===== src/rtl/reg_op_pkg.sv =====
// Shared types for the register-operation sequencer: operation codes, FSM states and latency.
package reg_op_pkg;

    typedef enum logic [2:0] {
        OpAdd  = 3'd0,
        OpSub  = 3'd1,
        OpAnd  = 3'd2,
        OpOr   = 3'd3,
        OpXor  = 3'd4,
        OpSlt  = 3'd5,
        OpPass = 3'd6,
        OpCmp  = 3'd7
    } op_e;

    typedef enum logic [1:0] {
        StIdle = 2'd0,
        StRead = 2'd1,
        StExec = 2'd2,
        StWb   = 2'd3
    } state_e;

    localparam int unsigned OP_LATENCY = 4;

endpackage


===== src/rtl/alu_core.sv =====
// Combinational M-bit ALU: result plus carry (ADD) or unsigned borrow (SUB/CMP).
module alu_core
    import reg_op_pkg::*;
#(
    parameter int unsigned M = 4
) (
    input  op_e          op,
    input  logic [M-1:0] a,
    input  logic [M-1:0] b,
    output logic [M-1:0] y,
    output logic         c
);

    logic [M:0] sum;
    logic [M:0] diff;

    // The extra top bit of diff is the borrow, i.e. a < b unsigned.
    assign sum  = {1'b0, a} + {1'b0, b};
    assign diff = {1'b0, a} - {1'b0, b};

    always_comb begin
        y = '0;
        c = 1'b0;
        unique case (op)
            OpAdd: begin
                y = sum[M-1:0];
                c = sum[M];
            end
            OpSub, OpCmp: begin
                y = diff[M-1:0];
                c = diff[M];
            end
            OpAnd:  y = a & b;
            OpOr:   y = a | b;
            OpXor:  y = a ^ b;
            OpSlt:  y = {{(M-1){1'b0}}, diff[M]};
            OpPass: y = a;
            default: begin
                y = '0;
                c = 1'b0;
            end
        endcase
    end

endmodule


===== src/rtl/reg_op_sequencer.sv =====
// Four-cycle IDLE/READ/EXEC/WB sequencer driving a 2R1W register RAM around an ALU.
module reg_op_sequencer
    import reg_op_pkg::*;
#(
    parameter int unsigned N = 2,
    parameter int unsigned M = 4
) (
    input  logic         clk,
    input  logic         rst_n,
    input  logic         op_valid,
    output logic         op_ready,
    input  logic [2:0]   op_code,
    input  logic [N-1:0] op_rs1,
    input  logic [N-1:0] op_rs2,
    input  logic [N-1:0] op_rd,
    output logic [N-1:0] a1,
    output logic [N-1:0] a2,
    input  logic [M-1:0] d1,
    input  logic [M-1:0] d2,
    output logic [N-1:0] a3,
    output logic [M-1:0] d3,
    output logic         we3,
    output logic         done,
    output logic [M-1:0] result,
    output logic         flag_z,
    output logic         flag_c
);

    state_e       state_q, state_d;
    op_e          op_q;
    logic [N-1:0] rs1_q, rs2_q, rd_q;
    logic [M-1:0] opa_q, opb_q;
    logic [M-1:0] result_q;
    logic         flag_z_q, flag_c_q;
    logic         we3_q, done_q;
    logic         accept;
    logic [M-1:0] alu_y;
    logic         alu_c;

    alu_core #(
        .M(M)
    ) u_alu (
        .op(op_q),
        .a (opa_q),
        .b (opb_q),
        .y (alu_y),
        .c (alu_c)
    );

    assign accept = (state_q == StIdle) && op_valid;

    always_comb begin
        state_d = state_q;
        unique case (state_q)
            StIdle:  if (op_valid) state_d = StRead;
            StRead:  state_d = StExec;
            StExec:  state_d = StWb;
            StWb:    state_d = StIdle;
            default: state_d = StIdle;
        endcase
    end

    always_ff @(posedge clk or negedge rst_n) begin
        if (!rst_n) begin
            state_q  <= StIdle;
            op_q     <= OpAdd;
            rs1_q    <= '0;
            rs2_q    <= '0;
            rd_q     <= '0;
            opa_q    <= '0;
            opb_q    <= '0;
            result_q <= '0;
            flag_z_q <= 1'b0;
            flag_c_q <= 1'b0;
            we3_q    <= 1'b0;
            done_q   <= 1'b0;
        end else begin
            state_q <= state_d;
            if (accept) begin
                op_q  <= op_e'(op_code);
                rs1_q <= op_rs1;
                rs2_q <= op_rs2;
                rd_q  <= op_rd;
            end
            if (state_q == StRead) begin
                opa_q <= d1;
                opb_q <= d2;
            end
            if (state_q == StExec) begin
                result_q <= alu_y;
                flag_z_q <= (alu_y == '0);
                flag_c_q <= alu_c;
            end
            // Write strobe and done are registered so they are high exactly during WB.
            we3_q  <= (state_q == StExec) && (op_q != OpCmp);
            done_q <= (state_q == StExec);
        end
    end

    assign op_ready = (state_q == StIdle);
    assign a1       = rs1_q;
    assign a2       = rs2_q;
    assign a3       = rd_q;
    assign d3       = result_q;
    assign we3      = we3_q;
    assign done     = done_q;
    assign result   = result_q;
    assign flag_z   = flag_z_q;
    assign flag_c   = flag_c_q;

endmodule


===== config.mk =====
export PLATFORM = sky130hd
export DESIGN_NAME = reg_op_sequencer
export DESIGN_NICKNAME = d
export VERILOG_FILES = /design/src/rtl/reg_op_pkg.sv /design/src/rtl/alu_core.sv /design/src/rtl/reg_op_sequencer.sv
export SDC_FILE = /design/constraint.sdc
export NUM_CORES = 1
export LEC_CHECK = 0
export ABC_CLOCK_PERIOD_IN_PS = 2900
export BUFFER_PORTS_ARGS = -buffer_cell sky130_fd_sc_hd__buf_2
export CORE_ASPECT_RATIO = 1.2
export CORE_UTILIZATION = 40
export CTS_CLUSTER_SIZE = 30
export DETAILED_ROUTE_END_ITERATION = 7
export HOLD_SLACK_MARGIN = 0.06
export MAX_ROUTING_LAYER = met4
export PLACE_DENSITY_LB_ADDON = 0.1
export SLEW_MARGIN = 20
export SYNTH_ARGS = -nofsm -noshare
export SYNTH_HDL_FRONTEND = slang
export SYNTH_HIERARCHICAL = 1
export SYNTH_SLANG_ARGS = --single-unit

===== constraint.sdc =====
create_clock -name clk -period 2.9 [get_ports clk]
set_input_delay 0 -clock clk [delete_from_list [all_inputs] [get_ports clk]]
set_output_delay 0 -clock clk [all_outputs]
set_load 0.01 [all_outputs]

==> results of run 1 <==
==> area by class of cell <==
class / instances / share of cell area, %
multi-input combinational: 100 / 42.5
sequential: 27 / 31.8
timing repair buffer: 57 / 17.9
tap: 54 / 3.18
inverter: 14 / 2.47
clock buffer: 4 / 2.12
==> layer usage <==
metal	vias to the layer above	GRT usage, %	wire length, um
li1	625	-	-
met1	625	20.5	1390
met2	46	30.3	1750
met3	2	2.66	170
met4	0	5.93	29
met5	-	-	0
==> power breakdown <==
group / internal, mW / switching, mW / leakage (nW)
combinational: 0.746 / 0.739 / 0.669
clock: 0.0983 / 0.112 / 0.0228
sequential: 0.565 / 0.215 / 0.323
==> final timing paths <==
| kind | depth (start not counted) | to | start | slack, ns |
|---|---|---|---|---|
| worst max-delay path | 9 | flag_z$_DFFE_PN0P_ | opa_q[0]$_DFFE_PN0N_ | 0.56 |
| worst min-delay path | 2 | a3[1]$_DFFE_PN0P_ | rst_n | 0.26 |
| worst max register to register | 9 | flag_z$_DFFE_PN0P_ | opa_q[0]$_DFFE_PN0N_ | 0.56 |
| worst min register to register | 1 | a2[1]$_DFFE_PN0P_ | a2[1]$_DFFE_PN0P_ | 0.51 |
| max in group asynchronous | 2 | opb_q[1]$_DFFE_PN0N_ | rst_n | 2.25 |
| min in group clk | 3 | op_q[1]$_DFFE_PN0P_ | op_code[1] | 0.49 |
==> through the flow <==
stage	worst slack [ns]	instances
4_1_cts	0.557	256
5_1_grt	0.415	256
6_report	0.561	256
3_5_place_dp	0.572	233
2_1_floorplan	0.757	151
3_3_place_gp	0.644	233
==> cell families (layout without fill, tap and decap cells) <==
logic type                 Yosys count  count (layout)  share of synthesized area (%)
AOI/OAI and AO/OA                   26              26                           11.4
xor gates and xnor gates             1               1                          0.518
adders and majority gates           18              18                           14.2
buffers and inverters               24              75                           6.66
DFF                                 27              27                           39.9
muxes                               28              28                           18.4
and+or+nand+nor                     27              27                           8.88
==> Yosys cell counts (2+ instances only) <==
| master | instances |
|---|---|
| nand3b_1 | 3 |
| fa_1 | 2 |
| nor3_1 | 2 |
| buf_2 | 6 |
| dfrtp_1 | 27 |
| nand3_1 | 3 |
| nand2b_1 | 4 |
| mux2i_1 | 3 |
| a211oi_2 | 2 |
| mux2_2 | 25 |
| ha_1 | 16 |
| buf_4 | 4 |
| inv_1 | 14 |
| a21oi_1 | 5 |
| nor2_1 | 5 |
| a21o_1 | 2 |
| o21ai_0 | 3 |
| nand2_1 | 3 |
==> sequential cells by signal, indices dropped and copies added, names as in the netlist <==
name     count
a1           2
done         1
d3           4
a2           2
flag_z       1
we3          1
op_q         3
flag_c       1
opb_q        4
state_q      2
a3           2
opa_q        4
==> critical path, stage by stage (launching register included) <==
cell and delay [ns]:
dfrtp_1 0.40, inv_1 0.10, ha_1 0.21, fa_1 0.44, mux2_2 0.27, o221ai_1 0.17
o21ai_0 0.11, a21oi_1 0.18, nor4_1 0.08, mux2_2 0.28
==> impl_results.md, run 1 <==
- Final setup vio count: 0
- Root Buffer: clkbuf_8
- Antenna violations before repair: 0
- Leak pwr: 1.01 nW
- Core region area: 4000 um2
- ANT nets after route: 0
- Max_cap viols: 0
- CTS tree: built
- Finished Cell Area: 2120 um2
- Pwr Density: 1170 nW/um2
- Crit-path max FO: 3
- Detailed Place HPWL: around 2.4 mm
- CP Capture Type: register
- Htree depth: 1
- Fmax: 428 MHz
- Minimum clock period: 2.34 ns
- Yosys top cell by area: dfrtp_1
- DR WL/cell: about 13 um
- Netlist cell types: 40
- Hold_ws: 0.259 ns
- Hold_buf cts: 19
- Most common cell after layout, fill and taps aside: buf_2
- CP required: 3.06 ns
- Worst-skew pair later-pin latency: between 0.2 and 0.3 ns
- Cts repair resizes: 0
- Final Cycle Share: approximately four fifths
- Avg Inst Size Synth: roughly 11 um2
- Boundary pin count: 39
- Die Width: 61.4 um
- Die Ht: 73.2 um
- Mapped Area: between 1500 and 2000 um2
- Initial core utilization: 42.2%
- Storage element area: just under 700 um2
- Layout net count: between 200 and 250
- Maximum vdd drop: 477 uV
- EDFF count, synth: 0
- N_diodes: 0
- IO buf count: 38
- Synth top area share: 39.9%
- RSZ-0062 raised after global routing: no
- Syn Nets: ~190
- Post-synthesis register bit count: 27
- Slew HR: 59.9%
- Die ar.: 4490 um2
- First-pass detailed-route iteration total: 5
- Worst Path Arrival: 2.50 ns
- Final wirelength: 3.35 mm
- Row cnt: 25
- Startpoint Class: register
- Routability cong.: 0.811
- Drt via density: 5.07
- Placed cell area: 1890 um2
- Setup TNS: 0 ns
- Slew Viols, Final: 0
- Initial DRC count: 29
- Postcts setup bufs: 0
- Fill count: 397
- Layout cells sized above 1: 34.7%
- Post-synth ARST share: 100%
- Outcome: finished, final reports clean
- Synth Flop Type: dfrtp_1
- Gr ovfl total: 0
- Remaining DRCs: 0
- Slew at the pin with the worst max-slew slack: about 0.60 ns
- Longest Clk Path Bufs: 2
- All-Layer GR Usage: 17.6%
- # clock sinks: 27
- Commonest cells after routing, fill and taps aside: buf_2 (38), dfrtp_1 (27), mux2_2 (25)
- Final hold viol count: 0
- Vias in the first global route: 1322
- Pin count of the biggest net entering global routing: 28
- Multi-input gate area: 903 um2
- Worst Hold Class: in2async
- Crit Path Class: reg2reg
- Area grow syn2layout: 25.6%
- Yosys warns: 6
- Worst Clk Skew: 0.00296 ns
- Mapped Cells: 151
- Post-synthesis sequential area ratio: 39.9%
- Total power: 2.48 mW
- CTS Buf Count: 3
- Finished Core Util: a little over half
- Synth top area cells: dfrtp_1 (40%), mux2_2 (17%), ha_1 (12%), inv_1 (3.1%), fa_1 (2.4%)
- Via Count: 1298
- Global-route wire length before repair: 5.71 mm
- Clock slew at reported path FFs: about 0.090 ns
Note: power is estimated with default switching activity, not from simulation.
==> run 2: changes to the inputs <==
Settings changed: ABC_CLOCK_PERIOD_IN_PS 2900 to 2190.
Clock period 2.9 ns to 2.19 ns, I/O delays scaled along.
==> run 2 against run 1 <==
First-iteration DRC count is 3.4% higher. Power up 49%. Critical endpoint unchanged. Clock power up 34%. Combinational power rose by 66%. Clock skew about the same. Largest cell class unchanged. Fmax is 9.0% higher. Count of clock-buffer cells in the layout is the same. Register-to-register slack got worse by 0.52 ns. Global-route usage grew 0.95 points. Hold slack better by 0.010 ns. Design area is 7.5% higher.
==> impl_results.md, run 2 (same netlist as run 1, synthesis figures left out) <==
- Outcome: finished, final reports clean (unchanged)
- All-Layer GR Usage: 18.5% (was 17.6%)
- Worst Clk Skew: 0.00298 ns (was 0.00296 ns)
- RSZ-0062 raised after global routing: yes (was no)
- Row cnt: 25 (unchanged)
- # clock sinks: 27 (unchanged)
- Placed cell area: 1960 um2 (was 1890 um2)
- Initial DRC count: 30 (was 29)
- Layout cells sized above 1: 42.8% (was 34.7%)
- Fmax: 466 MHz (was 428 MHz)
- Slew at the pin with the worst max-slew slack: 0.614 ns (was 0.602 ns)
- Longest Clk Path Bufs: 2 (unchanged)
- Final setup vio count: 0 (unchanged)
- Final wirelength: 3.63 mm (was 3.35 mm)
- Total power: 3.70 mW (was 2.48 mW)
- Pwr Density: 1620 nW/um2 (was 1170 nW/um2)
- Multi-input gate area: 965 um2 (was 903 um2)
- Routability cong.: 0.886 (was 0.811)
- Worst Path Arrival: 2.30 ns (was 2.50 ns)
- CP required: 2.35 ns (was 3.06 ns)
- Via Count: 1335 (was 1298)
- Initial core utilization: 42.2% (unchanged)
- Htree depth: 1 (unchanged)
- CP Capture Type: register (unchanged)
- ANT nets after route: 0 (unchanged)
- Slew Viols, Final: 0 (unchanged)
- Max_cap viols: 0 (unchanged)
- Minimum clock period: 2.15 ns (was 2.34 ns)
- Leak pwr: 1.09 nW (was 1.01 nW)
- Finished Layout Cells: 269 (was 256)
- Storage element area: 676 um2 (unchanged)
- First-pass detailed-route iteration total: 4 (was 5)
- Reg-to-Reg Start: opa_q[0]$_DFFE_PN0N_ (unchanged)
- Die Width: 61.4 um (unchanged)
- Worst setup margin: 0.0431 ns (was 0.561 ns)
- Reg2Reg Depth: 9 (unchanged)
- Area grow syn2layout: 35.0% (was 25.6%)
- Crit-path max FO: 2 (was 3)
- Reg-to-reg slack, setup: 0.04 ns (was 0.56 ns)
- Global-route wire length before repair: 6.10 mm (was 5.71 mm)
- Maximum vdd drop: 679 uV (was 477 uV)
- Finished Cell Area: 2280 um2 (was 2120 um2)
- Most common cell after layout, fill and taps aside: buf_2 (unchanged)
- Layout net count: 254 (was 241)
- Slew HR: 59.1% (was 59.9%)
- Final hold viol count: 0 (unchanged)
- Commonest cells after routing, fill and taps aside: buf_2 (38), dfrtp_1 (27), mux2_2 (23) (was buf_2 (38), dfrtp_1 (27), mux2_2 (25))
- Final Cycle Share: 98.0% (was 80.7%)
- Vias in the first global route: 1402 (was 1322)
- Finished Core Util: 57.0% (was 53.1%)
- Core region area: 4000 um2 (unchanged)
- Setup TNS: 0 ns (unchanged)
- Die Ht: 73.2 um (unchanged)
- Hold_ws: 0.269 ns (was 0.259 ns)
- Clock slew at reported path FFs: 0.09 ns (about the same)
- Gr ovfl total: 0 (unchanged)
- N_diodes: 0 (unchanged)
- IO buf count: 38 (unchanged)
- Startpoint Class: register (unchanged)
- Worst-skew pair later-pin latency: 0.27 ns (about the same)
- Inst Count DP: 242 (was 233)
- Place WS: -0.0408 ns (was 0.572 ns)
- CTS tree: built (unchanged)
- Remaining DRCs: 0 (unchanged)
- Fill count: 390 (was 397)
- Boundary pin count: 39 (unchanged)
- Die ar.: 4490 um2 (unchanged)
- Worst Hold Class: in2async (unchanged)
- Crit Path Class: reg2reg (unchanged)
- Antenna violations before repair: 0 (unchanged)
- Detailed Place HPWL: 2.60 mm (was 2.43 mm)
- Worst r2r dst: flag_z$_DFFE_PN0P_ (unchanged)
- Pin count of the biggest net entering global routing: 28 (unchanged)
- CTS Buf Count: 3 (unchanged)
- DR WL/cell: 13.5 um (was 13.1 um)
- Drt via density: 4.96 (was 5.07)
- Root Buffer: clkbuf_8 (unchanged)
run 2: final cells by class:
| type | instances | share of cell area [%] |
|---|---|---|
| Inverter | 14 | 2.30 |
| Sequential cell | 27 | 29.6 |
| Multi-Input combinational cell | 100 | 42.2 |
| Tap cell | 54 | 2.96 |
| Clock buffer | 4 | 1.97 |
| Timing Repair Buffer | 70 | 20.9 |
run 2: per-layer routing:
layer / part of all wire (%) / wire (um) / track usage, % / vias up
met5: 0 / 0 / - / -
met2: 54 / 1950 / 32.7 / 20
met1: 44 / 1590 / 22.3 / 661
met4: 0.44 / 16 / 4.44 / 0
li1: - / - / - / 652
met3: 1.9 / 68 / 1.77 / 2
run 2: timing repair:
action / CTS / global route
hold buffers: 19 / 0
endpoints found under the setup margin: 1 / 1
pin swaps: 3 / 4
endpoints found under the hold margin: 45 / 0
gates resized for setup: 5 / 10
buffers inserted: 1 / 3
run 2: worst max path at each step:
stage / start / endpoint / slack, ns
after detailed placement: opa_q[0]$_DFFE_PN0N_ / flag_z$_DFFE_PN0P_ / -0.04
final: opa_q[0]$_DFFE_PN0N_ / flag_z$_DFFE_PN0P_ / 0.04
after CTS: opb_q[0]$_DFFE_PN0N_ / flag_z$_DFFE_PN0P_ / 0.01
after global placement: opa_q[0]$_DFFE_PN0N_ / flag_z$_DFFE_PN0P_ / -0.002
after floorplan: opa_q[0]$_DFFE_PN0N_ / flag_z$_DFFE_PN0P_ / 0.05
after global routing: opa_q[0]$_DFFE_PN0N_ / flag_z$_DFFE_PN0P_ / -0.09
run 2: critical path: stages, from the launching register on:
cell      delay [ns]
dfrtp_1         0.38
inv_2           0.06
ha_4            0.16
fa_1            0.49
mux2_4          0.29
o221ai_2        0.14
o21ai_2         0.08
a21oi_2         0.11
nor4_1          0.06
mux2_4          0.27
run 2: where the power goes:
part           internal (mW)  leakage [nW]  switching [mW]
registers              0.749         0.323           0.195
clock network          0.130        0.0228           0.152
logic                   1.26         0.745            1.21
==> run 3: changes to the inputs <==
Settings changed: BUFFER_PORTS_ARGS -buffer_cell sky130_fd_sc_hd__buf_2 to -buffer_cell sky130_fd_sc_hd__buf_4.
==> run 3 against run 2 <==
Sequential power is essentially flat. Design area grew 5.3%. Worst setup slack gained 0.0074 ns. Fmax grew 0.35%.
==> impl_results.md, run 3 (same netlist as run 1, synthesis figures left out) <==
- Outcome: finished, final reports clean (unchanged)
- N_diodes: 0 (unchanged)
- Htree depth: 1 (unchanged)
- Setup TNS: 0 ns (unchanged)
- Slew Viols, Final: 0 (unchanged)
- CP Capture Type: register (unchanged)
- Detailed Place HPWL: 2.65 mm (was 2.60 mm)
- Gr ovfl total: 0 (unchanged)
- Pwr Density: 1620 nW/um2 (about the same)
- Top cell by count, worst path: mux2_4 (unchanged)
- CP Cell Sequence: ha_4 > fa_1 > mux2_4 > o221ai_2 > o21ai_1 > a21oi_2 > nor4_1 > mux2_4 (was inv_2 > ha_4 > fa_1 > mux2_4 > o221ai_2 > o21ai_2 > a21oi_2 > nor4_1 > mux2_4)
- Slew at the pin with the worst max-slew slack: 0.391 ns (was 0.614 ns)
- Global-route wire length before repair: 6.20 mm (was 6.10 mm)
- Worst setup margin: 0.0505 ns (was 0.0431 ns)
- Max_cap viols: 0 (unchanged)
- Total power: 3.89 mW (was 3.70 mW)
- Finished Layout Cells: 270 (was 269)
- Worst Clk Skew: 0.00681 ns (was 0.00298 ns)
- Clock slew at reported path FFs: 0.09 ns (about the same)
- Final wirelength: 3.69 mm (was 3.63 mm)
- RSZ-0062 raised after global routing: yes (unchanged)
- Worst-skew pair later-pin latency: 0.27 ns (about the same)
- Placed cell area: 2050 um2 (was 1960 um2)
- Pin count of the biggest net entering global routing: 28 (unchanged)
- Row cnt: 25 (unchanged)
- Via Count: 1373 (was 1335)
- CP required: 2.35 ns (about the same)
- Die Ht: 73.2 um (unchanged)
- Initial core utilization: 42.2% (unchanged)
- Leak pwr: 1.12 nW (was 1.09 nW)
- DR WL/cell: 13.7 um (was 13.5 um)
- Most common cell after layout, fill and taps aside: buf_4 (was buf_2)
- Drt via density: 5.09 (was 4.96)
- Slew HR: 73.9% (was 59.1%)
- Worst Path Arrival: 2.30 ns (about the same)
- Antenna violations before repair: 0 (unchanged)
- Minimum clock period: 2.14 ns (was 2.15 ns)
- Worst Hold Class: in2async (unchanged)
- CTS Buf Count: 3 (unchanged)
- Final setup vio count: 0 (unchanged)
- Storage element area: 676 um2 (unchanged)
- Finished Cell Area: 2400 um2 (was 2280 um2)
- Slowest stage cell, crit path: fa_1 (unchanged)
- Maximum vdd drop: 772 uV (was 679 uV)
- Slowest stage delay, CP: 0.46 ns (was 0.49 ns)
- Fill count: 372 (was 390)
- ANT nets after route: 0 (unchanged)
- Layout cells sized above 1: 44.0% (was 42.8%)
- Layout net count: 255 (was 254)
- Commonest cells after routing, fill and taps aside: buf_4 (52), dfrtp_1 (27), mux2_2 (23) (was buf_2 (38), dfrtp_1 (27), mux2_2 (23))
- Die ar.: 4490 um2 (unchanged)
- # clock sinks: 27 (unchanged)
- Root Buffer: clkbuf_8 (unchanged)
- Core region area: 4000 um2 (unchanged)
- Bufs and invs on worst path: 0 (was 1)
- Die Width: 61.4 um (unchanged)
- Crit Path Class: reg2reg (unchanged)
- All-Layer GR Usage: 19.1% (was 18.5%)
- Inst Count DP: 242 (unchanged)
- Place WS: -0.0474 ns (was -0.0408 ns)
- First-pass detailed-route iteration total: 4 (unchanged)
- Remaining DRCs: 0 (unchanged)
- Vias in the first global route: 1426 (was 1402)
- CP top delay family: adder cells (unchanged)
- Initial DRC count: 32 (was 30)
- Boundary pin count: 39 (unchanged)
- Crit-path max FO: 2 (unchanged)
- Final hold viol count: 0 (unchanged)
- Multi-input gate area: 982 um2 (was 965 um2)
- Routability cong.: 0.862 (was 0.886)
- CTS tree: built (unchanged)
- Longest Clk Path Bufs: 2 (unchanged)
- Final Cycle Share: 97.7% (was 98.0%)
- Fmax: 467 MHz (was 466 MHz)
- Startpoint Class: register (unchanged)
- IO buf count: 38 (unchanged)
- Area grow syn2layout: 42.1% (was 35.0%)
[run 3: cell count changes in the layout (fill, tap and decap cells not counted), moves of 2 or more]
cell   delta
buf_4    +39
inv_1     -2
inv_2     +2
ha_4      +2
ha_1      -2
buf_2    -38
[run 3: stage by stage]
step | utilization, % | hold slack (ns)
2_1_floorplan | - | -0.296
3_3_place_gp | 51.2 | -0.0733
3_5_place_dp | 51.2 | -0.0643
4_1_cts | 58.2 | 0.171
5_1_grt | 60.0 | 0.208
6_report | 60.0 | 0.180
[run 3: layout make-up]
class / count / area share (%)
Multi-Input combinational cell: 100 / 40.9
Timing Repair Buffer: 71 / 24.2
Clock buffer: 4 / 1.87
Inverter: 14 / 2.19
Tap cell: 54 / 2.81
Sequential cell: 27 / 28.1
[run 3: final timing paths]
| check | startpoint | depth (start not counted) | end | slack (ns) |
|---|---|---|---|---|
| max in group asynchronous | rst_n | 2 | d3[1]$_DFFE_PN0P_ | 1.75 |
| max reg2reg | opb_q[0]$_DFFE_PN0N_ | 8 | flag_z$_DFFE_PN0P_ | 0.05 |
| max | opb_q[0]$_DFFE_PN0N_ | 8 | flag_z$_DFFE_PN0P_ | 0.05 |
| min | rst_n | 2 | op_q[2]$_DFFE_PN0P_ | 0.18 |
| min reg2reg | a1[1]$_DFFE_PN0P_ | 1 | a1[1]$_DFFE_PN0P_ | 0.51 |
| min in group clk | d1[3] | 3 | opa_q[3]$_DFFE_PN0N_ | 0.50 |
[run 3: metal layers]
layer	GRT usage [%]	vias up	routed length, um
li1	-	659	-
met2	34.9	30	1980
met1	21.1	674	1530
met5	-	-	0
met4	5.93	0	85
met3	2.13	10	93
[run 3: what timing repair did]
action                                 4_1_cts  5_1_grt
hold buffers                                19        0
pin swaps                                    4        4
resized for setup                            7       11
endpoints found under the hold margin       45        0
setup endpoints to repair                    1        3
cloned                                       0        0
setup buffers                                2        3
[run 3: worst reg2reg max path: cells and delay by family, from the launching register on]
family,cells,cell delay [ns]
adder cells (fa/ha/maj),2,0.65
multiplexers,2,0.55
flip-flops,1,0.42
AO/OA/AOI/OAI,3,0.35
AND/OR/NAND/NOR,1,0.07
[run 3: report_power, final]
part / leakage, nW / switching (mW) / internal, mW
registers: 0.323 / 0.196 / 0.750
clock network: 0.0228 / 0.147 / 0.130
logic: 0.774 / 1.25 / 1.41
total: 1.12 / 1.60 / 2.29
